--- src/rtl/motor_de_puertas_if.sv ---
// Door motor bus: command/sensor inputs towards the controller and the
// registered door status coming back from it.
interface motor_de_puertas_if;
   logic [1:0] salida_puertas;  // 00 none, 01 open, 10 close, 11 none
   logic       sensor;          // obstacle between the doors
   logic [1:0] puertas;         // 00 closed, 01 open, 10 opening, 11 closing
   logic       timeout;         // doors have been open long enough
   logic [3:0] posicion;        // travel, 0 = closed, T_MOV = fully open
   logic       obstruccion;     // one-cycle pulse on a sensor-caused reopen

   // Side that issues commands and watches the doors
   modport master (
      output salida_puertas,
      output sensor,
      input  puertas,
      input  timeout,
      input  posicion,
      input  obstruccion
   );

   // Door controller side
   modport slave (
      input  salida_puertas,
      input  sensor,
      output puertas,
      output timeout,
      output posicion,
      output obstruccion
   );
endinterface

--- src/rtl/motor_de_puertas.sv ---
// Door motor controller: four-state FSM whose state code is the door
// status itself. Strokes take T_MOV cycles, an open door raises timeout
// after T_ABIERTA cycles, and a closing stroke reverses on an obstacle
// or an open command. Every output comes straight from a register.
module motor_de_puertas #(
   parameter int T_MOV     = 4,   // 1..15
   parameter int T_ABIERTA = 8    // 1..255
) (
   input logic             clk,
   input logic             reset,
   motor_de_puertas_if.slave bus
);

   typedef enum logic [1:0] {
      CERRADA  = 2'b00,
      ABIERTA  = 2'b01,
      ABRIENDO = 2'b10,
      CERRANDO = 2'b11
   } estado_t;

   localparam logic [3:0] POS_MAX = 4'(T_MOV);
   localparam logic [7:0] CNT_MAX = 8'(T_ABIERTA);

   estado_t    estado;
   logic [3:0] posicion;
   logic [7:0] cuenta;       // cycles spent fully open, saturating
   logic       timeout;
   logic       obstruccion;

   logic       orden_abrir;
   logic       orden_cerrar;
   logic [7:0] cuenta_inc;
   logic       fin_apertura;
   logic       fin_cierre;

   // Command 11 decodes to neither, so it behaves like 00
   assign orden_abrir  = (bus.salida_puertas == 2'b01);
   assign orden_cerrar = (bus.salida_puertas == 2'b10);

   // Open counter saturates at T_ABIERTA so timeout stays up while idle
   assign cuenta_inc = (cuenta >= CNT_MAX) ? CNT_MAX : cuenta + 8'd1;

   // Opening ends on the edge that reaches T_MOV. The >= also covers a
   // reopen that starts already at T_MOV (reversal on the very first
   // closing edge), so travel can never exceed the fully-open point.
   assign fin_apertura = (posicion >= POS_MAX - 4'd1);

   // Closing ends on the edge that brings travel down to 0
   assign fin_cierre = (posicion <= 4'd1);

   // Door FSM with all outputs registered alongside the state
   always_ff @(posedge clk or posedge reset) begin
      if (reset) begin
         estado      <= CERRADA;
         posicion    <= 4'd0;
         cuenta      <= 8'd0;
         timeout     <= 1'b0;
         obstruccion <= 1'b0;
      end else begin
         obstruccion <= 1'b0;
         case (estado)
            CERRADA: begin
               // Only an open command matters; sensor is irrelevant here
               if (orden_abrir) begin
                  estado   <= ABRIENDO;
                  posicion <= 4'd0;
               end
            end

            ABRIENDO: begin
               // Open strokes always complete; inputs are ignored
               if (fin_apertura) begin
                  estado   <= ABIERTA;
                  posicion <= POS_MAX;
                  cuenta   <= 8'd0;
                  timeout  <= 1'b0;
               end else begin
                  posicion <= posicion + 4'd1;
               end
            end

            ABIERTA: begin
               if (orden_abrir) begin
                  // Hold-open: restart the open time
                  cuenta  <= 8'd0;
                  timeout <= 1'b0;
               end else if (orden_cerrar && bus.sensor) begin
                  // Obstacle blocks the close; treat it as a fresh open
                  cuenta  <= 8'd0;
                  timeout <= 1'b0;
               end else if (orden_cerrar) begin
                  estado  <= CERRANDO;
                  cuenta  <= 8'd0;
                  timeout <= 1'b0;
               end else begin
                  cuenta  <= cuenta_inc;
                  timeout <= (cuenta_inc == CNT_MAX);
               end
            end

            CERRANDO: begin
               if (bus.sensor) begin
                  // Sensor wins over any command and is flagged
                  estado      <= ABRIENDO;
                  obstruccion <= 1'b1;
               end else if (orden_abrir) begin
                  estado <= ABRIENDO;
               end else if (fin_cierre) begin
                  estado   <= CERRADA;
                  posicion <= 4'd0;
               end else begin
                  posicion <= posicion - 4'd1;
               end
            end

            default: begin
               estado   <= CERRADA;
               posicion <= 4'd0;
               cuenta   <= 8'd0;
               timeout  <= 1'b0;
            end
         endcase
      end
   end

   assign bus.puertas     = estado;
   assign bus.posicion    = posicion;
   assign bus.timeout     = timeout;
   assign bus.obstruccion = obstruccion;

endmodule
--- src/flat_wrapper.sv ---
// flat-port wrapper written by rule: the top's interface ports become plain ports
module motor_de_puertas_flat 
#(
   parameter int T_MOV     = 4,           
   parameter int T_ABIERTA = 8             
)
  (clk, reset, bus_salida_puertas, bus_sensor, bus_puertas, bus_timeout, bus_posicion, bus_obstruccion);
  motor_de_puertas_if bus_i ();
  input logic clk;
  input logic reset;
  input wire logic [$bits(bus_i.salida_puertas)-1:0] bus_salida_puertas;
  input wire logic [$bits(bus_i.sensor)-1:0] bus_sensor;
  output wire logic [$bits(bus_i.puertas)-1:0] bus_puertas;
  output wire logic [$bits(bus_i.timeout)-1:0] bus_timeout;
  output wire logic [$bits(bus_i.posicion)-1:0] bus_posicion;
  output wire logic [$bits(bus_i.obstruccion)-1:0] bus_obstruccion;
  assign bus_i.salida_puertas = bus_salida_puertas;
  assign bus_i.sensor = bus_sensor;
  assign bus_puertas = bus_i.puertas;
  assign bus_timeout = bus_i.timeout;
  assign bus_posicion = bus_i.posicion;
  assign bus_obstruccion = bus_i.obstruccion;
  motor_de_puertas #(.T_MOV(T_MOV), .T_ABIERTA(T_ABIERTA)) u_core (.clk(clk), .reset(reset), .bus(bus_i));
endmodule
--- config.mk ---
export PLATFORM = sky130hd
export DESIGN_NAME = motor_de_puertas_flat
export DESIGN_NICKNAME = d
export VERILOG_FILES = /design/src/rtl/motor_de_puertas_if.sv /design/src/rtl/motor_de_puertas.sv /design/src/flat_wrapper.sv
export SDC_FILE = /design/constraint.sdc
export NUM_CORES = 1
export LEC_CHECK = 0
export ABC_CLOCK_PERIOD_IN_PS = 1800
export CAP_MARGIN = 30
export CORE_ASPECT_RATIO = 0.8
export CORE_MARGIN = 2
export CORE_UTILIZATION = 25
export CTS_BUF_LIST = sky130_fd_sc_hd__clkbuf_8
export DETAILED_ROUTE_END_ITERATION = 6
export PLACE_DENSITY = 0.46
export SKIP_CTS_REPAIR_TIMING = 1
export SYNTH_ARGS = -nofsm -noshare
export SYNTH_HDL_FRONTEND = slang
export SYNTH_SLANG_ARGS = --single-unit
--- constraint.sdc ---
create_clock -name clk -period 1.8 [get_ports clk]
set_input_delay 0.36 -clock clk [delete_from_list [all_inputs] [get_ports clk]]
set_output_delay 0.36 -clock clk [all_outputs]
set_load 0.03 [all_outputs]
==> reports/qor.csv, run 1 <==
stage,metric,value,unit
yosys,muxShareOfSynthArea,3.54,%
pwr,power.density,1510,nW/um^2
global_route,track_usage,10.0,%
cts,cts_max_path_buffers,2,
pwr,p_int,1060,uW
floorplan,initial_core_util,26.5,%
critical_path,reg2reg_setup_slack,150,ps
critical_path,critPathMaxFanout,5,
pwr,ir_worst_vdd,0.000639,V
critical_path,startpoint,u_core.bus.posicion[0],
placement,placed_cells,154,
route,vias,756,
pwr,p_leak,0.000601,uW
global_route,overflow,0,
cts,cts_tree,built,
cts,clock_latency,250,ps
sta,slew_headroom,71.9,%
pwr,p_sw,740,uW
cts,clkTransAtPathRegs,60,ps
route,ant_nets,0,
pwr,power,1800,uW
cts,cts_sinks,16,
critical_path,crit_type,reg2out,
final_layout,finalNonFillerCells,158,
sta,max_freq,570,MHz
yosys,yosys_warnings,0,
yosys,synthAdderAreaFrac,12.3,%
critical_path,rr_startpoint,u_core.bus.puertas[0],
placement,gp_congestion,0.750,
critical_path,cp_slowest_cell,clkdlybuf4s50_1,
route,wl,1880,um
critical_path,critPathRequiredTime,1440,ps
final_layout,drive_above_1_share,12.1,%
route,wire_per_inst,11.9,um
floorplan,rows,19,
route,avgViaCountPerCell,4.78,
yosys,ys_seq_elements,16,
final_layout,areaGrowthSynthToFinish,30.0,%
worst_hold_path,hp-class,in2async,
yosys,syn_inst,95,
placement,hpwl,1420,um
global_route,grt_pass1_vias,677,
sta,grt_setup_unrepaired,false,
final_layout,n_antenna_cell,0,
sta,hold_violations,0,
critical_path,critPathLaunchType,flop,
final_layout,postLayoutCellArea,1190,sq um
sta,fin_hold_ws,431,ps
sta,tightest_slew,418,ps
critical_path,worstReg2RegEnd,u_core.bus.posicion[3],
pwr,seqPwrFrac,29.4,%
cts,htree_levels,1,
final_layout,fin_nets,131,
flow_run,drv_cap,0,
floorplan,fp.dieH,58.2,um
status,outcome,finished clean,
global_route,grt_max_degree,17,
global_route,grt_antenna_before_repair,0,
sta,skew,4.93,ps
yosys,synth_top_family_by_area,simple AND/OR/NAND/NOR gates,
critical_path,cp-endpoint,bus_posicion[0],
route,drt_first_pass_iters,4,
sta,finalCritPeriodShare,97.5,%
route,drt-initial-drc-count,21,
yosys,synthesis.nets,109,
floorplan,dieArea,4180,sq um
critical_path,end_kind,primary output,
yosys,yosys.area_share.simple,19.1,%
floorplan,die_w,71.8,um
sta,setup_tns,0,ps
critical_path,reg2regPathDepth,5,
sta,setup_viol_count_final,0,
critical_path,arrival,1400,ps
floorplan,design.core.area,3470,sq um
yosys,syn_area_per_cell,9.67,sq um
route,drcViolationCount,0,
pwr,switching_share,41.1,%
sta,report.final.slew_viol_count,0,
yosys,synth-compound-area-share,16.5,%
yosys,synth_edf_count,0,
pwr,pwr-share-clk,17.3,%
yosys,synth_cell_types,33,
final_layout,layout_commonest_cell,dfrtp_1,
final_layout,layout_common_cells,"dfrtp_1, inv_1, nand2_1, ha_1, clkdlybuf4s50_1",
yosys,ys_seq_area_share,43.6,%
critical_path,crit_chain,clkdlybuf4s50_1,
yosys,ys_async_sr_fraction,100,%
sta,fin_crit,1760,ps
global_route,grt_pass1_wl,3270,um
placement,place.port_buffers,12,
cts,cts_buffers,3,
critical_path,slowest_delay,720,ps
critical_path,crit_buf_inv,1,
yosys,synth_area,918,sq um
placement,place_area,1130,sq um
cts,root_buffer,clkbuf_8,
yosys,synthXorXnorAreaFrac,0,%
critical_path,cp_num_cells,1,
yosys,synth_ff_type,dfrtp_1,
pwr,p_comb_share,53.3,%
critical_path,path_delay_family,buffers and inverters,
floorplan,ios,13,
-- power groups by stage --
stage	Clock, uW	Sequential, uW	Combinational [uW]
detailed placement	0	534	966
CTS	329	530	970
floorplan	0	621	525
finish	312	529	961
global route	340	546	1070
global placement	0	535	964
-- sequential cells by signal, summed over array words and instances, names as in the netlist --
register and cells:
u_core.bus.puertas 2, u_core.bus.obstruccion 1, u_core.cuenta 8, u_core.bus.timeout 1, u_core.bus.posicion 4
-- metal layers --
metal	wire, um	vias up	part of all wire [%]	track usage [%]
met5	0	-	0	0
met3	57	2	3.0	3.30
met4	19	0	1.0	2.43
met2	816	10	44	13.8
li1	-	372	-	-
met1	982	372	52	15.2
-- kinds of logic after synthesis --
group / after synthesis
simple gates: 32
compound gates: 23
flops: 16
buf+inv: 12
fa+ha+maj: 9
mux: 3
-- synthesized netlist by cell type, drive strengths merged, types with 2 or more instances --
| master | n | area share (%) |
|---|---|---|
| nor3 | 3 | 1.6 |
| nor2 | 3 | 1.2 |
| and2 | 5 | 3.4 |
| nand2 | 9 | 3.7 |
| nand3 | 2 | 1.1 |
| or3 | 2 | 1.4 |
| dfrtp | 16 | 44 |
| mux2 | 2 | 2.5 |
| nand2b | 3 | 2.9 |
| ha | 9 | 12 |
| o31ai | 2 | 1.6 |
| inv | 11 | 4.5 |
| o21ai | 8 | 4.4 |
| a21oi | 3 | 1.6 |
-- how the worst min path moves through the flow --
stage                  startpoint                endpoint  slack [ps]  cells after the start
4_1_cts                     reset  u_core.bus.posicion[0]         440                      3
5_1_grt                     reset  u_core.bus.posicion[1]         460                      3
2_1_floorplan               reset  u_core.bus.obstruccion         270                      1
6_report                    reset  u_core.bus.posicion[0]         430                      3
3_3_place_gp   u_core.bus.timeout      u_core.bus.timeout         470                      2
3_5_place_dp   u_core.bus.timeout      u_core.bus.timeout         470                      2
-- metrics by stage --
stage | setup WS (ps) | util [%]
4_1_cts | 17.6 | 34.2
5_1_grt | 10.5 | 34.4
2_1_floorplan | 137 | -
3_3_place_gp | -9.94 | 32.6
6_report | 44.2 | 34.4
3_5_place_dp | -29.4 | 32.6
-- final cells by class --
cell class	instances	area (sq um)
clock buffer	4	55.1
fill	373	2280
inverter	11	41.3
multi-input combinational	67	472
sequential	16	400
tap	42	52.6
timing repair buffer	18	173
(Power assumes the default switching activity.)
==> inputs of run 2 (changes only) <==
Settings changed: GPL_ROUTABILITY_DRIVEN set to 0, PLACE_DENSITY 0.46 to 0.51.
==> run 2 against run 1 <==
  * Combinational power grew 5%
  * Die area unchanged
  * Critical path type unchanged
  * Final cell count increased by 0.63%
  * First-iteration DRC count increased by 71%
  * Non-clock buffer count increased by 1
==> reports/qor.csv, run 2 (synthesis gave the netlist of run 1 again) <==
stage,metric,value,unit
worst_hold_path,hp-class,in2async,
route,avgViaCountPerCell,4.45,
critical_path,cp_num_cells,1,
sta,grt_setup_unrepaired,false,
sta,slew_headroom,78.2,%
final_layout,n_fill_cell,365,
critical_path,crit_type,reg2out,
placement,dp_slack,-21.6,ps
final_layout,regMostFlops,u_core.cuenta,
global_route,grt_max_degree,17,
final_layout,finalNonFillerCells,159,
critical_path,reg2reg_setup_slack,110,ps
global_route,overflow,0,
placement,place.port_buffers,12,
cts,clkTransAtPathRegs,60,ps
flow_run,drv_cap,0,
critical_path,arrival,1390,ps
final_layout,multi_input_area,483,sq um
route,ant_nets,0,
cts,cts_max_path_buffers,2,
final_layout,areaGrowthSynthToFinish,32.3,%
critical_path,crit_chain,clkdlybuf4s50_1,
critical_path,reg2regPathDepth,7,
route,wl,1860,um
critical_path,rr_startpoint,u_core.bus.posicion[0],
final_layout,layout_common_cells,"dfrtp_1, inv_1, nand2_1, ha_1, clkdlybuf4s50_1",
cts,cts_sinks,16,
global_route,track_usage,10.1,%
sta,fin_hold_ws,436,ps
floorplan,dieArea,4180,sq um
global_route,grt_antenna_before_repair,0,
cts,htree_levels,1,
critical_path,startpoint,u_core.bus.posicion[3],
critical_path,critPathLaunchType,flop,
floorplan,fp.dieH,58.2,um
global_route,grt_pass1_vias,662,
floorplan,design.core.area,3470,sq um
floorplan,ios,13,
sta,skew,1.35,ps
route,vias,707,
placement,hpwl,1470,um
global_route,grt_pass1_wl,3200,um
final_layout,drive_above_1_share,14.5,%
floorplan,rows,19,
cts,cts_tree,built,
route,wire_per_inst,11.7,um
pwr,ir_worst_vdd,0.000901,V
final_layout,fin_nets,132,
critical_path,critPathMaxFanout,6,
critical_path,worstReg2RegEnd,u_core.bus.puertas[0],
sta,setup_tns,0,ps
sta,tightest_slew,327,ps
cts,clock_latency,240,ps
critical_path,critPathRequiredTime,1440,ps
status,outcome,finished clean,
critical_path,cp_slowest_cell,clkdlybuf4s50_1,
final_layout,finish.utilization,35.0,%
critical_path,crit_buf_inv,1,
cts,cts_buffers,3,
final_layout,n_antenna_cell,0,
sta,layout_setup_ws,54.8,ps
route,drt_first_pass_iters,4,
critical_path,cp-endpoint,bus_posicion[3],
sta,fin_crit,1750,ps
final_layout,layout_commonest_cell,dfrtp_1,
cts,root_buffer,clkbuf_8,
sta,setup_viol_count_final,0,
pwr,p_leak,0.000624,uW
pwr,power.density,1510,nW/um^2
sta,max_freq,573,MHz
placement,placed_cells,155,
floorplan,initial_core_util,26.5,%
route,drcViolationCount,0,
sta,finalCritPeriodShare,97.0,%
sta,hold_violations,0,
critical_path,slowest_delay,700,ps
sta,report.final.slew_viol_count,0,
critical_path,path_delay_family,buffers and inverters,
final_layout,regArea,400,sq um
final_layout,largest_reg_flops,8,
critical_path,end_kind,primary output,
floorplan,die_w,71.8,um
route,drt-initial-drc-count,36,
run 2: worst min path at each step:
stage,slack (ps),endpoint,depth (start not counted),from
floorplan,270,u_core.bus.obstruccion,1,reset
global placement,470,u_core.cuenta[7],1,u_core.cuenta[7]
detailed placement,470,u_core.cuenta[6],1,u_core.cuenta[6]
CTS,440,u_core.bus.obstruccion,3,reset
global route,450,u_core.bus.obstruccion,3,reset
finish,440,u_core.bus.obstruccion,3,reset
run 2: power by group:
part / internal [uW] / switching [uW]
Clock: 194 / 114
Sequential: 435 / 86.2
Combinational: 464 / 549
Total: 1090 / 749
run 2: final cells by class:
| cell class | instances | area share, % |
|---|---|---|
| Sequential cell | 16 | 33.0 |
| Inverter | 11 | 3.40 |
| Clock buffer | 4 | 4.53 |
| Tap cell | 42 | 4.33 |
| Multi-Input combinational cell | 67 | 39.8 |
| Timing Repair Buffer | 19 | 15.0 |
run 2: per-layer routing:
layer | vias to the layer above | wire (um) | GRT usage, %
met2 | 10 | 747 | 13.6
met5 | - | 0 | 0
li1 | 374 | - | -
met1 | 321 | 1020 | 14.7
met3 | 2 | 79 | 4.35
met4 | 0 | 14 | 2.43
run 2: metrics by stage:
stage,instance area [sq um],total power [uW]
3_3_place_gp,1140,1510
5_1_grt,1210,2000
2_1_floorplan,918,1150
4_1_cts,1190,1850
6_report,1210,1840
3_5_place_dp,1140,1530
==> RTL edit 1 (settings of run 2) <==
Make the reset (`reset`) synchronous in one clocked block.
--- a/src/rtl/motor_de_puertas.sv
+++ b/src/rtl/motor_de_puertas.sv
@@ -50,5 +50,5 @@
 
    // Door FSM with all outputs registered alongside the state
-   always_ff @(posedge clk or posedge reset) begin
+   always_ff @(posedge clk) begin
       if (reset) begin
          estado      <= CERRADA;
Formal check against the unedited RTL: differs if reset is asserted again (counterexample within 4 cycles, from zero or initial values and one cycle with reset high); with reset held inactive, the same outputs for 10 cycles.
==> RTL edit 1 against run 2 <==
- maximum frequency is 1.6% higher
- combinational power fell by 34%
- core utilization up 1.8 points
- cell area is 4.3% higher
- wire length up 10%
- sequential cell count is the same
- synthesized area fell by 1.2%
- worst setup slack improved by 0.028 ns
- power fell by 24%
- critical endpoint is now u_core.bus.puertas[1]$_SDFFE_PP0P_
==> RTL edit 1: results (changes against run 2) <==
[outcome]
outcome = finished clean

[synthesis]
synth-adder-area-share_pct = 13.8  ; +1.5 points
synth.area.mux_share_pct = 2.21  ; -1.3 points
synthArstFlopShare_pct = 0  ; -100 points
syn-num-nets = 117  ; +7.3%
synth_common_cells = dfxtp_1 (16), ha_1 (10), nor2_1 (10)
synth-compound-area-share_pct = 18.2  ; +1.7 points
syn_area_per_cell_um2 = 8.89  ; -8.0%

[worst_setup_path]
critical_path.top_delay_family = simple AND/OR/NAND/NOR gates
crit_slowest_cell = or4b_4
worst_ep_arrival_time_ns = 1.89  ; +0.50 ns
max_stage_delay_ns = 0.54  ; -0.16 ns
worstPathMaxFanout = 5  ; -1

[place]
postPlaceCellArea_um2 = 1180  ; +4.1%
hpwl_um = 1580  ; +7.4%
place_ws_ns = -0.101  ; -0.0790 ns

[final_layout]
multiInputCombCellCount = 78  ; +16%
multi_input_area_share_pct = 45.0  ; +5.3 points
design_area_um2 = 1270  ; +4.3%
top_register = u_core.cuenta
fillers = 353  ; -3.3%
drive_above_1_share_pct = 28.0  ; +14 points
nNonClkBuffers = 27  ; +8
nNetsFinal = 148  ; +12%
bufAreaShareNonClock_pct = 18.8  ; +3.7 points
clockNetworkAreaShare_pct = 4.34  ; -0.19 points
inv_count = 7  ; -4
seq_share_pct = 25.7  ; -7.3 points

[detailed_routing]
num_vias = 819  ; +16%
wl_met2_um = 957  ; +28%
highest_layer = met3
drt_iter0_markers = 20  ; -44%
avgViaCountPerCell = 4.71  ; +5.9%
m1WireLength_um = 1030  ; +0.89%
wl_met3_um = 66  ; -16%

[global_route]
grt_max_degree = 13  ; -4
grt_pass1_wl_um = 3460  ; +8.0%
grt_pass1_vias = 804  ; +21%
track_usage_pct = 10.4  ; +0.33 points
grtUsageMet3_pct = 3.65  ; -0.70 points
gr-usage-met1_pct = 13.0  ; -1.7 points

[clocking]
cts_tree = built
clock_latency_ns = 0.25

[pwr]
peakVddDrop_v = 0.000422  ; -53%
pwr-share-seq_pct = 29.6  ; +1.3 points
p_leak_nw = 0.527  ; -15%

[timing]
finClkSkew_ns = 0.00856  ; +0.00721 ns
tightest_slew_ns = 0.320  ; -0.00719 ns

[min_path]
hp-class = register to register

[floorplanning]
dieArea_um2 = 4130  ; -1.2%

[RTL edit 1: path summary, 6_finish.rpt]
path / start / endpoint / slack, ns / cells past startpoint
min reg2reg: u_core.cuenta[5]$_SDFFE_PP0P_ / u_core.cuenta[5]$_SDFFE_PP0P_ / 0.47 / 1
max reg2reg: u_core.bus.posicion[0]$_SDFFE_PP0P_ / u_core.bus.puertas[1]$_SDFFE_PP0P_ / 0.08 / 5
max: u_core.bus.posicion[0]$_SDFFE_PP0P_ / u_core.bus.puertas[1]$_SDFFE_PP0P_ / 0.08 / 5
min: u_core.cuenta[5]$_SDFFE_PP0P_ / u_core.cuenta[5]$_SDFFE_PP0P_ / 0.47 / 1
[RTL edit 1: cell families (layout without fill, tap and decap cells)]
group                      count (synthesis)  count (layout)
AOI/OAI and AO/OA                         24              24
adders and majority gates                 10              10
buffers and inverters                      8              38
DFF                                       16              16
muxes                                      2               2
and+or+nand+nor                           42              42
==> RTL edit 2 (settings of run 2) <==
Made on the original files. `T_ABIERTA` is set to 8 in 2 places; all go to 7.
--- a/src/rtl/motor_de_puertas.sv
+++ b/src/rtl/motor_de_puertas.sv
@@ -5,5 +5,5 @@
 module motor_de_puertas #(
    parameter int T_MOV     = 4,   // 1..15
-   parameter int T_ABIERTA = 8    // 1..255
+   parameter int T_ABIERTA = 7    // 1..255
 ) (
    input logic             clk,
--- a/src/flat_wrapper.sv
+++ b/src/flat_wrapper.sv
@@ -3,5 +3,5 @@
 #(
    parameter int T_MOV     = 4,           
-   parameter int T_ABIERTA = 8             
+   parameter int T_ABIERTA = 7             
 )
   (clk, reset, bus_salida_puertas, bus_sensor, bus_puertas, bus_timeout, bus_posicion, bus_obstruccion);
Check against the original RTL: same outputs for any inputs over 10 cycles, from zero or initial values and one cycle with reset high; that may be too few to reach the edited logic, so the function may still have changed.
==> RTL edit 2 against run 2 <==
- sequential cell count is the same
- wire length up 2.7%
- synthesized area grew 1.4%
- cell area rose by 1.3%
- worst setup slack lost 0.0061 ns
- critical path depth grew 1
- clock power grew 2%
- sequential power rose by 2%
- via count is 7.8% higher
- synthesized cell count decreased by 1.1%
- first-iteration DRC count fell by 33%
- power rose by 6.0%
- critical path type unchanged
- highest routed layer unchanged
==> RTL edit 2: results (changes against run 2) <==
[min_path]
hp-class = input port to asynchronous set/reset pin

[clocking]
clock-root-buffer = clkbuf_8
cts_max_level = 1  ; unchanged
cts.path.max_buffers = 2  ; unchanged
clk_pin_slew_ns = 0.06  ; about the same
numCtsBuffers = 3  ; unchanged
clock_latency_ns = 0.25

[place]
port_buffers = 12  ; unchanged
hpwl_um = 1490  ; +1.1%

[synthesis]
syn-num-nets = 107  ; -1.8%
synth_common_cells = dfrtp_1 (16), nand2_1 (9), ha_1 (8), nor2_1 (8)
synth_xor_area_share_pct = 0  ; unchanged
synth.area.mux_share_pct = 1.21  ; -2.3 points
yosys_warnings = 0  ; unchanged
synth-adder-area-share_pct = 10.8  ; -1.5 points
synth-compound-area-share_pct = 20.3  ; +3.8 points
yosysUniqueCellTypes = 35  ; +6.1%
synthTopCellsByArea = dfrtp_1 (43%), ha_1 (11%), nand2_1 (3.6%)
yosysSeqAreaShare_pct = 43.0  ; -0.59 points
synthArstFlopShare_pct = 100  ; unchanged

[pwr]
p_leak_nw = 0.638  ; +2.4%
intPower_w = 0.00114  ; +4.1%
peakVddDrop_v = 0.000970  ; +7.7%

[global_route]
antenna_found_initial = 0  ; unchanged
grt_pass1_vias = 730  ; +10%
grt_pass1_wl_um = 3390  ; +6.0%
track_usage_pct = 10.4  ; +0.26 points
grt_max_degree = 17  ; unchanged

[worst_setup_path]
reg2reg_from = u_core.bus.posicion[0]$_DFFE_PP0P_
r2r_end = u_core.bus.puertas[0]$_DFFE_PP0P_
worst_ep_arrival_time_ns = 1.39  ; about the same
reg2regPathDepth = 4  ; -3
regToRegSetupSlack_ns = 0.06  ; -0.05 ns
worstPathMaxFanout = 5  ; -1
endpoint = bus_posicion[2]
crit_start = u_core.bus.posicion[2]$_DFFE_PP0P_

[timing]
finClkSkew_ns = 0.00274  ; +0.00139 ns
tightest_slew_ns = 0.316  ; -0.0111 ns
finalSetupTns_ns = 0  ; unchanged

[outcome]
outcome = finished clean

[detailed_routing]
drt-total-wl_um = 1910  ; +2.7%
num_vias = 762  ; +7.8%
drt_iter0_markers = 24  ; -33%
detailedRoute.firstPassIterationCount = 4  ; unchanged
drc_errors = 0  ; unchanged

[final_layout]
nNetsFinal = 131  ; -0.76%
top_register = u_core.cuenta
antenna_cells = 0  ; unchanged
drive_above_1_share_pct = 19.7  ; +5.1 points
largest_register_ffs = 8  ; unchanged

[RTL edit 2: logic make-up (layout without fill, tap and decap cells)]
kind of cell	Yosys count	after routing
adders and majority gates	8	8
muxes	1	1
AOI/OAI and AO/OA	25	25
and+or+nand+nor	37	37
DFF	16	16
buffers and inverters	7	30
[RTL edit 2: critical path, cell delays in order (launching register included)]
cell and delay (ns):
dfrtp_1 0.35, buf_4 0.14, clkdlybuf4s50_1 0.66
[RTL edit 2: area by class of cell]
cell class / count / area, um2
Inverter: 7 / 26.3
Sequential cell: 16 / 402
Fill cell: 333 / 2260
Tap cell: 42 / 52.6
Multi-Input combinational cell: 71 / 515
Clock buffer: 4 / 55.1
Timing Repair Buffer: 19 / 180
[RTL edit 2: power by group through the flow]
stage / logic [W] / clock network (W) / registers [W]
CTS: 0.00109 / 0.000326 / 0.000534
finish: 0.00110 / 0.000314 / 0.000534
global placement: 0.00108 / 0 / 0.000535
floorplan: 0.000615 / 0 / 0.000647
global route: 0.00124 / 0.000346 / 0.000549
detailed placement: 0.00109 / 0 / 0.000540
[RTL edit 2: stage by stage]
stage / cells / hold slack [ns] / setup WS [ns] / area (um2) / power (W)
after floorplan: 94 / 0.274 / 0.00289 / 932 / 0.00126
after global placement: 155 / 0.470 / -0.0232 / 1160 / 0.00161
after detailed placement: 155 / 0.473 / -0.0485 / 1160 / 0.00163
after CTS: 159 / 0.420 / -0.0103 / 1210 / 0.00195
after global routing: 159 / 0.484 / 0.00351 / 1230 / 0.00213
final: 159 / 0.413 / 0.0487 / 1230 / 0.00195
[RTL edit 2: metal layers]
layer	up-vias	wire, um	GRT usage, %
li1	376	-	-
met1	367	958	14.3
met2	17	827	16.0
met3	2	114	3.60
met4	0	8	1.62
met5	-	0	0
